## src/rtl/pipe_stage_elastic_pkg.sv

```systemverilog
// Shared constants for the elastic pipeline stage: occupancy encodings and default payload width.
package pearl_pipe_pkg;

  localparam int DEFAULT_WIDTH = 32;

  localparam logic [1:0] OCC_EMPTY = 2'd0;
  localparam logic [1:0] OCC_ONE   = 2'd1;
  localparam logic [1:0] OCC_FULL  = 2'd2;

endpackage

```

## src/rtl/sat_counter.sv

```systemverilog
// Saturating up-counter: counts cycles with inc_i high and sticks at all-ones.
module sat_counter #(
  parameter int WIDTH = 16
) (
  input  logic             clk,
  input  logic             rst,
  input  logic             inc_i,
  output logic [WIDTH-1:0] cnt_o
);

  logic [WIDTH-1:0] cnt_q;
  logic [WIDTH-1:0] cnt_d;

  always_comb begin
    cnt_d = cnt_q;
    if (inc_i && (cnt_q != {WIDTH{1'b1}})) begin
      cnt_d = cnt_q + {{(WIDTH-1){1'b0}}, 1'b1};
    end
  end

  always_ff @(posedge clk or posedge rst) begin
    if (rst) begin
      cnt_q <= '0;
    end else begin
      cnt_q <= cnt_d;
    end
  end

  assign cnt_o = cnt_q;

endmodule

```

## src/rtl/pipe_stage_elastic.sv

```systemverilog
// Elastic valid/ready pipeline stage built as a 2-entry skid buffer (main + skid slot),
// with flush, optional payload clearing, occupancy report and a back-pressure counter.
module pipe_stage_elastic
  import pearl_pipe_pkg::*;
#(
  parameter int WIDTH          = DEFAULT_WIDTH,
  parameter bit CLEAR_ON_FLUSH = 1'b1,
  parameter int CNT_W          = 16
) (
  input  logic             clk,
  input  logic             rst,
  input  logic             flush_i,
  input  logic             in_valid_i,
  output logic             in_ready_o,
  input  logic [WIDTH-1:0] in_data_i,
  output logic             out_valid_o,
  input  logic             out_ready_i,
  output logic [WIDTH-1:0] out_data_o,
  output logic [1:0]       occupancy_o,
  output logic [CNT_W-1:0] stall_cnt_o
);

  logic             main_v_q, main_v_d;
  logic             skid_v_q, skid_v_d;
  logic [WIDTH-1:0] main_d_q, main_d_d;
  logic [WIDTH-1:0] skid_d_q, skid_d_d;
  logic             in_fire;
  logic             out_fire;

  // Ready depends only on the skid register, so downstream ready never reaches upstream combinationally.
  assign in_ready_o = ~skid_v_q;
  assign in_fire    = in_valid_i & ~skid_v_q;
  assign out_fire   = main_v_q & out_ready_i;

  always_comb begin
    main_v_d = main_v_q;
    skid_v_d = skid_v_q;
    main_d_d = main_d_q;
    skid_d_d = skid_d_q;
    if (flush_i) begin
      main_v_d = 1'b0;
      skid_v_d = 1'b0;
      if (CLEAR_ON_FLUSH) begin
        main_d_d = '0;
        skid_d_d = '0;
      end
    end else if (!main_v_q) begin
      if (in_fire) begin
        main_v_d = 1'b1;
        main_d_d = in_data_i;
      end
    end else if (!skid_v_q) begin
      if (out_fire) begin
        if (in_fire) begin
          main_d_d = in_data_i;
        end else begin
          main_v_d = 1'b0;
        end
      end else if (in_fire) begin
        skid_v_d = 1'b1;
        skid_d_d = in_data_i;
      end
    end else if (out_fire) begin
      main_d_d = skid_d_q;
      skid_v_d = 1'b0;
    end
  end

  always_ff @(posedge clk or posedge rst) begin
    if (rst) begin
      main_v_q <= 1'b0;
      skid_v_q <= 1'b0;
      main_d_q <= '0;
      skid_d_q <= '0;
    end else begin
      main_v_q <= main_v_d;
      skid_v_q <= skid_v_d;
      main_d_q <= main_d_d;
      skid_d_q <= skid_d_d;
    end
  end

  assign out_valid_o = main_v_q;
  assign out_data_o  = main_d_q;

  always_comb begin
    case ({main_v_q, skid_v_q})
      2'b11:   occupancy_o = OCC_FULL;
      2'b10:   occupancy_o = OCC_ONE;
      default: occupancy_o = OCC_EMPTY;
    endcase
  end

  sat_counter #(
    .WIDTH (CNT_W)
  ) u_stall_cnt (
    .clk   (clk),
    .rst   (rst),
    .inc_i (main_v_q & ~out_ready_i),
    .cnt_o (stall_cnt_o)
  );

endmodule

```

## config.mk

```make
export PLATFORM = sky130hd
export DESIGN_NAME = pipe_stage_elastic
export DESIGN_NICKNAME = d
export VERILOG_FILES = /design/src/rtl/pipe_stage_elastic_pkg.sv /design/src/rtl/sat_counter.sv /design/src/rtl/pipe_stage_elastic.sv
export SDC_FILE = /design/constraint.sdc
export NUM_CORES = 1
export LEC_CHECK = 0
export CAP_MARGIN = 10
export CORE_ASPECT_RATIO = 1.2
export CORE_UTILIZATION = 49
export CTS_CLUSTER_DIAMETER = 120
export DETAILED_ROUTE_END_ITERATION = 7
export GPL_ROUTABILITY_DRIVEN = 0
export GPL_TIMING_DRIVEN = 0
export PLACE_DENSITY = 0.86
export SLEW_MARGIN = 5
export SYNTH_ARGS = -nofsm -noshare
export SYNTH_HDL_FRONTEND = slang
export SYNTH_HIERARCHICAL = 1
export SYNTH_SLANG_ARGS = --single-unit
```

## constraint.sdc

```tcl
create_clock -name clk -period 2.7 [get_ports clk]
set_clock_uncertainty 0.05 [all_clocks]
set_input_delay 0.405 -clock clk [delete_from_list [all_inputs] [get_ports clk]]
set_output_delay 0.405 -clock clk [all_outputs]
set_load 0.1 [all_outputs]
```

# == Yosys cells after proc, flatten, opt, wreduce, memory -nomap -nowiden ==
# Index checks and enable logic that the tools add are counted.
# word_totals
regBits,82
inputBits,37
out_inout_bits,52
word_cells,43
# classes
addsub,1
n_eq_ne,6
muxes,22
n_bitwise,5
n_reduce_logical,4
# ops
op,n
$mux 32,11
$add 16x1->16 const B,1
$ne 16x16->1 const B,1
$mux 1,10
$eq 2x2->1 const B,2
$ne 2x2->1 const B,2
$pmux 2 s2,1
$reduce_and 4->1,1
$reduce_bool 2->1,2
$and 1x1->1,3
$ne 3x2->1 const B,1
$not 1->1,2
$logic_and 1x1->1,1

# == Longest topological paths before layout ==
# Gate-level depths: netlist (run 1).
# logic_depth
ltp_word,7
mapped_depth,6
mapped_depth_nobuf,6

# == Hierarchy ==
# The synthesis (run 1) kept the hierarchy.
# modules_own_cells
module,instances,cells_per_inst,area_each_um2,seq_area_each_um2
pipe_stage_elastic,1,232,2800.2,1651.6
sat_counter,1,71,805.8,400.4

# == Worst setup path before layout (run 1) ==
# Ideal clock, no wire load.
# synth_timing
kind,register to output
startpoint,"register main_v_q, in the netlist out_valid_o"
endpoint,output port occupancy_o[0]
arrival_ps,2436
required_ps,2245
setup_slack_ps,-191
path_stages_with_launch,2
path_buffers,0
path_cell_list,dfrtp_1 -> nor2b_1
# synth_via
elab_chain_cells,2
word_cells_on_any_way,3
cone_classes,eq/ne: 2; mux: 1
# synth_lines
element,line_no,rtl
from (decl),pipe_stage_elastic.sv:23,"logic main_v_q, main_v_d;"
from (signal assigned),pipe_stage_elastic.sv:76,main_v_q <= main_v_d;
$eq 2x2->1,pipe_stage_elastic.sv:87,"case ({main_v_q, skid_v_q})"
$pmux 2 s2 *,pipe_stage_elastic.sv:87,
to (decl),pipe_stage_elastic.sv:19,"output logic [1:0] occupancy_o,"
# Every way passes the cells marked *; elsewhere a longest branch is shown, timed or not.

# == Worst setup path after layout (run 1) ==
# Same ends and word-level chain as after synthesis.

==> metrics.yaml, run 1 <==
syn_nets: 341
final-instance-count-excl-fill: 493
die_w_um: 80.3
finalMaxSlewViolations: 0
antenna_cells: 0
clkTransAtPathRegs_ns: 0.09
synthToLayoutAreaGrowth_pct: 32.5
setup_viol: 0
finalCriticalPeriod_ns: 2.59
hold_viol_final: 0
pin_count: 89
total_power_uw: 3380
vias_per_cell: 5.70
grt_pass1_vias: 2907
status: "finished clean"
relSlewSlack_pct: 32.3
drt-wirelength-per-cell_um: 17.3
max_cap_violations: 0
drc_errors: 0
dp_cells: 477
synth_flop_cell: "dfrtp_1"
yosys.area.top_type: "dfrtp_1"
total_leakage_power_uw: 0.00211
cts_buffers: 9
crit_fanout: 8
clock-root-buffer: "clkbuf_8"
initial_core_util_pct: 51.7
clk_path_buf_depth: 2
die_area_um2: 7710
gr-total-overflow: 0
avgSynthCellArea_um2: 11.9
clk_latency_ns: 0.36
coreArea_um2: 6980
period_share_pct: 95.8
rsz0062_at_grt: "no"
detail_route.iter0.violations: 221
grt_first_pass_wirelength_um: 14300
final_nets: 439
hpwl_um: 5730
holdCritPathClass: "in -> reg"
cts.sinks: 82
ys_async_sr_fraction_pct: 100
synth_top_area_share_pct: 56.9
antenna_left: 0
ys_warn_count: 6
core.rowCount: 33
track_usage_pct: 24.5
netlist_area_um2: 3610
vias: 2812
worstMarginPinSlew_ns: 1.01
die_h_um: 96.0
fmax_mhz: 387
grt_antenna_before_repair: 0
synth_cells: 303
grt_start_max_net_pins: 67
crit_path_start_kind: "flop"
power_density_nw_per_um2: 707
ys_types: 38
port_buffers: 87
synth_edf_count: 0
ys_seq_area_share_pct: 56.9
post_cts_buffers: 0
drive_above_1_share_pct: 12.6
irDropWorstVdd_mv: 0.900
critPathKind: "reg -> out"
cts_tree: "done"
synthTopCellsByArea: "dfrtp_1 57%, o221a_1 9.4%, a22o_1 7.8%, a21oi_1 5.0%, inv_1 3.7%"
synth-seq-cells: 82
finalWirelength_um: 8520
first_pass_iters: 5
arrival_ns: 2.13
cp-end-kind: "primary output"
h-tree-depth: 3
critPathRequiredTime_ns: 2.25
-- power by group --
group	internal [µW]	switching, µW
Clock	353	487
Combinational	294	826
Sequential	1320	98.9
-- cell families (layout without fill, tap and decap cells) --
family | Yosys count | count (layout) | synth area share (%)
multiplexers | 3 | 3 | 0.902
buffers and inverters | 57 | 160 | 7.04
flip-flops | 82 | 82 | 56.9
AND/OR/NAND/NOR | 44 | 44 | 8.29
XOR/XNOR | 11 | 11 | 2.67
AO/OA/AOI/OAI | 105 | 105 | 23.8
adder cells (fa/ha/maj) | 1 | 1 | 0.347
-- flip-flops by register name, indices dropped and copies added (netlist names) --
signal	flops
out_data_o	32
skid_d_q	32
out_valid_o	1
u_stall_cnt/cnt_o	16
skid_v_q	1
-- synth_stat cells, drive strengths merged, types with 2 or more instances --
cell type and n:
o221a 32, mux2 2, nand2b 3, dfrtp 82, nor2b 2, nand3 7
nor2 3, buf 19, and2 2, nand2 8, inv 37, a22o 32
a21oi 37, and4 4, xnor2 11, and3 6, nand4 7
-- routing by layer --
| metal | track usage (%) | part of all wire (%) | vias up |
|---|---|---|---|
| li1 | - | - | 1314 |
| met1 | 33.7 | 46 | 1400 |
| met2 | 38.9 | 48 | 85 |
| met3 | 3.22 | 4.3 | 13 |
| met4 | 11.5 | 1.9 | 0 |
| met5 | 0 | 0 | - |
-- per-stage QoR --
stage	setup WS (ns)	instance area (µm²)	setup TNS, ns	hold slack (ns)	util (%)
after floorplan	0.0965	3610	0	0.269	-
after global placement	-0.497	4590	-32.56	0.437	65.8
after detailed placement	0.386	4590	0	0.442	65.8
after CTS	0.0361	4780	0	0.424	68.5
after global routing	0.0584	4780	0	0.453	68.5
final	0.114	4780	0	0.422	68.5
-- critical path, cell delays in order, from the launching register on --
cell,delay (ns)
dfrtp_1,0.47
nor2b_2,0.18
clkdlybuf4s50_1,1.13
-- path summary, 6_finish.rpt --
check	startpoint	end	slack, ns	cells after the start
min	flush_i	out_data_o[19]	0.42	3
max	out_valid_o	occupancy_o[0]	0.11	2
max reg2reg	out_valid_o	u_stall_cnt/cnt_o[14]	0.84	6
min in group asynchronous	rst	u_stall_cnt/cnt_o[8]	0.44	2
min reg2reg	skid_d_q[10]	skid_d_q[10]	0.46	1
max in group asynchronous	rst	out_data_o[22]	1.53	2
-- cell usage in the layout, fill, tap and decap left out, types with 9 or more instances in the layout --
cell type and instances:
a21oi_1 36, inv_1 35, clkdlybuf4s50_1 86, dfrtp_1 82, clkbuf_8 9, xnor2_1 11
buf_2 14, a22o_1 32, o221a_1 30
-- area by class of cell --
| class | count | area (µm²) |
|---|---|---|
| multi-input combinational | 164 | 1300 |
| tap | 87 | 109 |
| fill | 521 | 2200 |
| inverter | 37 | 141 |
| buffer | 20 | 115 |
| clock buffer | 9 | 124 |
| timing repair buffer | 87 | 873 |
| sequential | 82 | 2050 |
| clock inverter | 7 | 62.6 |
-- timing repair --
action / in CTS / in global routing
hold buffers: 0 / 0
setup endpoints to repair: 0 / 1
resized for setup: 0 / 1
Note: power is estimated with default switching activity, not from simulation.
==> run 2: changes to the inputs <==
- CORE_UTILIZATION: 49 -> 53
- PLACE_DENSITY: 0.86 -> 0.92
- clock period: 2.7 -> 3.26 ns (I/O delays scaled with it)
==> run 2 against run 1 <==
Net effect:
- register-to-register slack better by 0.54 ns
- combinational power down 17%
- power down 13%
- via count up 2.7%
- critical path depth unchanged
- sequential share of layout area down 0.43 points
- global-route usage up 1.3 points
- count of clock-buffer cells in the layout unchanged
- non-clock buffer count up 1
- die area down 7.4%
- first-iteration DRC count up 15%
==> metrics.yaml, run 2 (same netlist as run 1, synthesis figures left out) <==
status: "finished clean"
power_density_nw_per_um2: 607
drt-wirelength-per-cell_um: 17.3
whs_ns: 0.457
pin_count: 89
postCtsHoldBufs: 0
cp_slowest_cell: "clkdlybuf4s50_1"
core.rowCount: 32
cts_tree: "done"
finalMaxSlewViolations: 0
final_common_cell: "clkdlybuf4s50_1"
die_area_um2: 7140
arrival_ns: 2.23
drc_errors: 0
gr-total-overflow: 0
vias_per_cell: 5.87
holdCritPathClass: "in -> async"
die_w_um: 77.3
max_cap_violations: 0
cp-end-kind: "primary output"
rsz0062_at_grt: "no"
cts.sinks: 82
setup_viol: 0
dp_cells: 476
fill_cells: 463
critPathKind: "reg -> out"
hpwl_um: 5700
antenna_cells: 0
total_leakage_power_uw: 0.00211
fmax_mhz: 362
coreArea_um2: 6490
post_cts_resized: 0
vias: 2888
initial_core_util_pct: 55.6
cp_top_family: "buffers and inverters"
grt_antenna_before_repair: 0
finalWirelength_um: 8530
synthToLayoutAreaGrowth_pct: 33.9
relSlewSlack_pct: 33.3
final.setup.tns_ns: 0
first_pass_iters: 4
cts_buffers: 9
h-tree-depth: 3
rrSetupSlack_ns: 1.38
crit_chain: "and2_1, clkdlybuf4s50_1"
clk_latency_ns: 0.36
antenna_left: 0
final_nets: 440
die_h_um: 92.4
detail_route.iter0.violations: 255
period_share_pct: 84.8
crit_path_start_kind: "flop"
grt_start_max_net_pins: 44
reg2reg_to: "u_stall_cnt/cnt_o[14]"
clkTransAtPathRegs_ns: 0.09
post_cts_buffers: 0
irDropWorstVdd_mv: 0.758
final-instance-count-excl-fill: 492
hold_viol_final: 0
fin_util_pct: 74.4
cp_slowest_stage_delay_ns: 1.15
r2r-start: "out_valid_o"
clock-root-buffer: "clkbuf_8"
grt_pass1_vias: 2819
grt_first_pass_wirelength_um: 14200
finalCriticalPeriod_ns: 2.77
critPathRequiredTime_ns: 2.72
drive_above_1_share_pct: 12.5
crit_buf_inv: 1
worstMarginPinSlew_ns: 0.998
port_buffers: 87
clk_path_buf_depth: 2
mostFrequentLayoutCells: "87 x clkdlybuf4s50_1, 82 x dfrtp_1, 36 x a21oi_1"
post-place-ws_ns: 0.839
track_usage_pct: 25.8
crit_fanout: 8
worst_slack_ns: 0.494
rr_worst_depth: 6
==> run 2: worst register-to-register path: stages, from the launching register on <==
cell	delay, ns
dfrtp_1	0.50
nand2b_2	0.15
inv_2	0.14
and4_1	0.32
nand3_1	0.15
nor2_1	0.14
mux2_2	0.34
==> run 2: routing by layer <==
| layer | share of wire (%) | track usage (%) | vias up | wire length (µm) |
|---|---|---|---|---|
| met5 | 0 | 0 | - | 0 |
| met4 | 1.4 | 12.4 | 0 | 121 |
| met3 | 6.0 | 4.53 | 10 | 514 |
| met2 | 48 | 38.2 | 121 | 4130 |
| met1 | 44 | 37.0 | 1443 | 3760 |
| li1 | - | - | 1314 | - |
==> run 2: layout make-up <==
type / instances / area [µm²] / share of cell area (%)
buffer: 20 / 115 / 2.38
clock buffer: 9 / 124 / 2.57
clock inverter: 7 / 101 / 2.10
inverter: 37 / 139 / 2.88
multi-input combinational: 164 / 1300 / 26.9
sequential: 82 / 2050 / 42.5
tap: 85 / 106 / 2.20
timing repair buffer: 88 / 891 / 18.5
==> run 2: worst max path at each step <==
stage	cells past startpoint	endpoint	slack, ns	start
6_report	2	occupancy_o[1]	0.49	out_valid_o
5_1_grt	2	occupancy_o[1]	0.42	out_valid_o
4_1_cts	2	occupancy_o[1]	0.49	out_valid_o
3_5_place_dp	7	u_stall_cnt/cnt_o[14]	0.84	out_ready_i
3_3_place_gp	2	out_data_o[24]	0.001	rst
2_1_floorplan	1	occupancy_o[0]	0.28	out_valid_o
==> run 2: through the flow <==
stage / power (µW) / cell area (µm²)
3_3_place_gp: 2090 / 4580
2_1_floorplan: 1850 / 3610
6_report: 2930 / 4830
3_5_place_dp: 2110 / 4600
5_1_grt: 3030 / 4830
4_1_cts: 2940 / 4830
==> run 2: where the power goes <==
group | total (µW) | internal [µW] | switching, µW
combinational | 926 | 244 | 682
clock | 833 | 439 | 394
sequential | 1170 | 1090 | 80.8
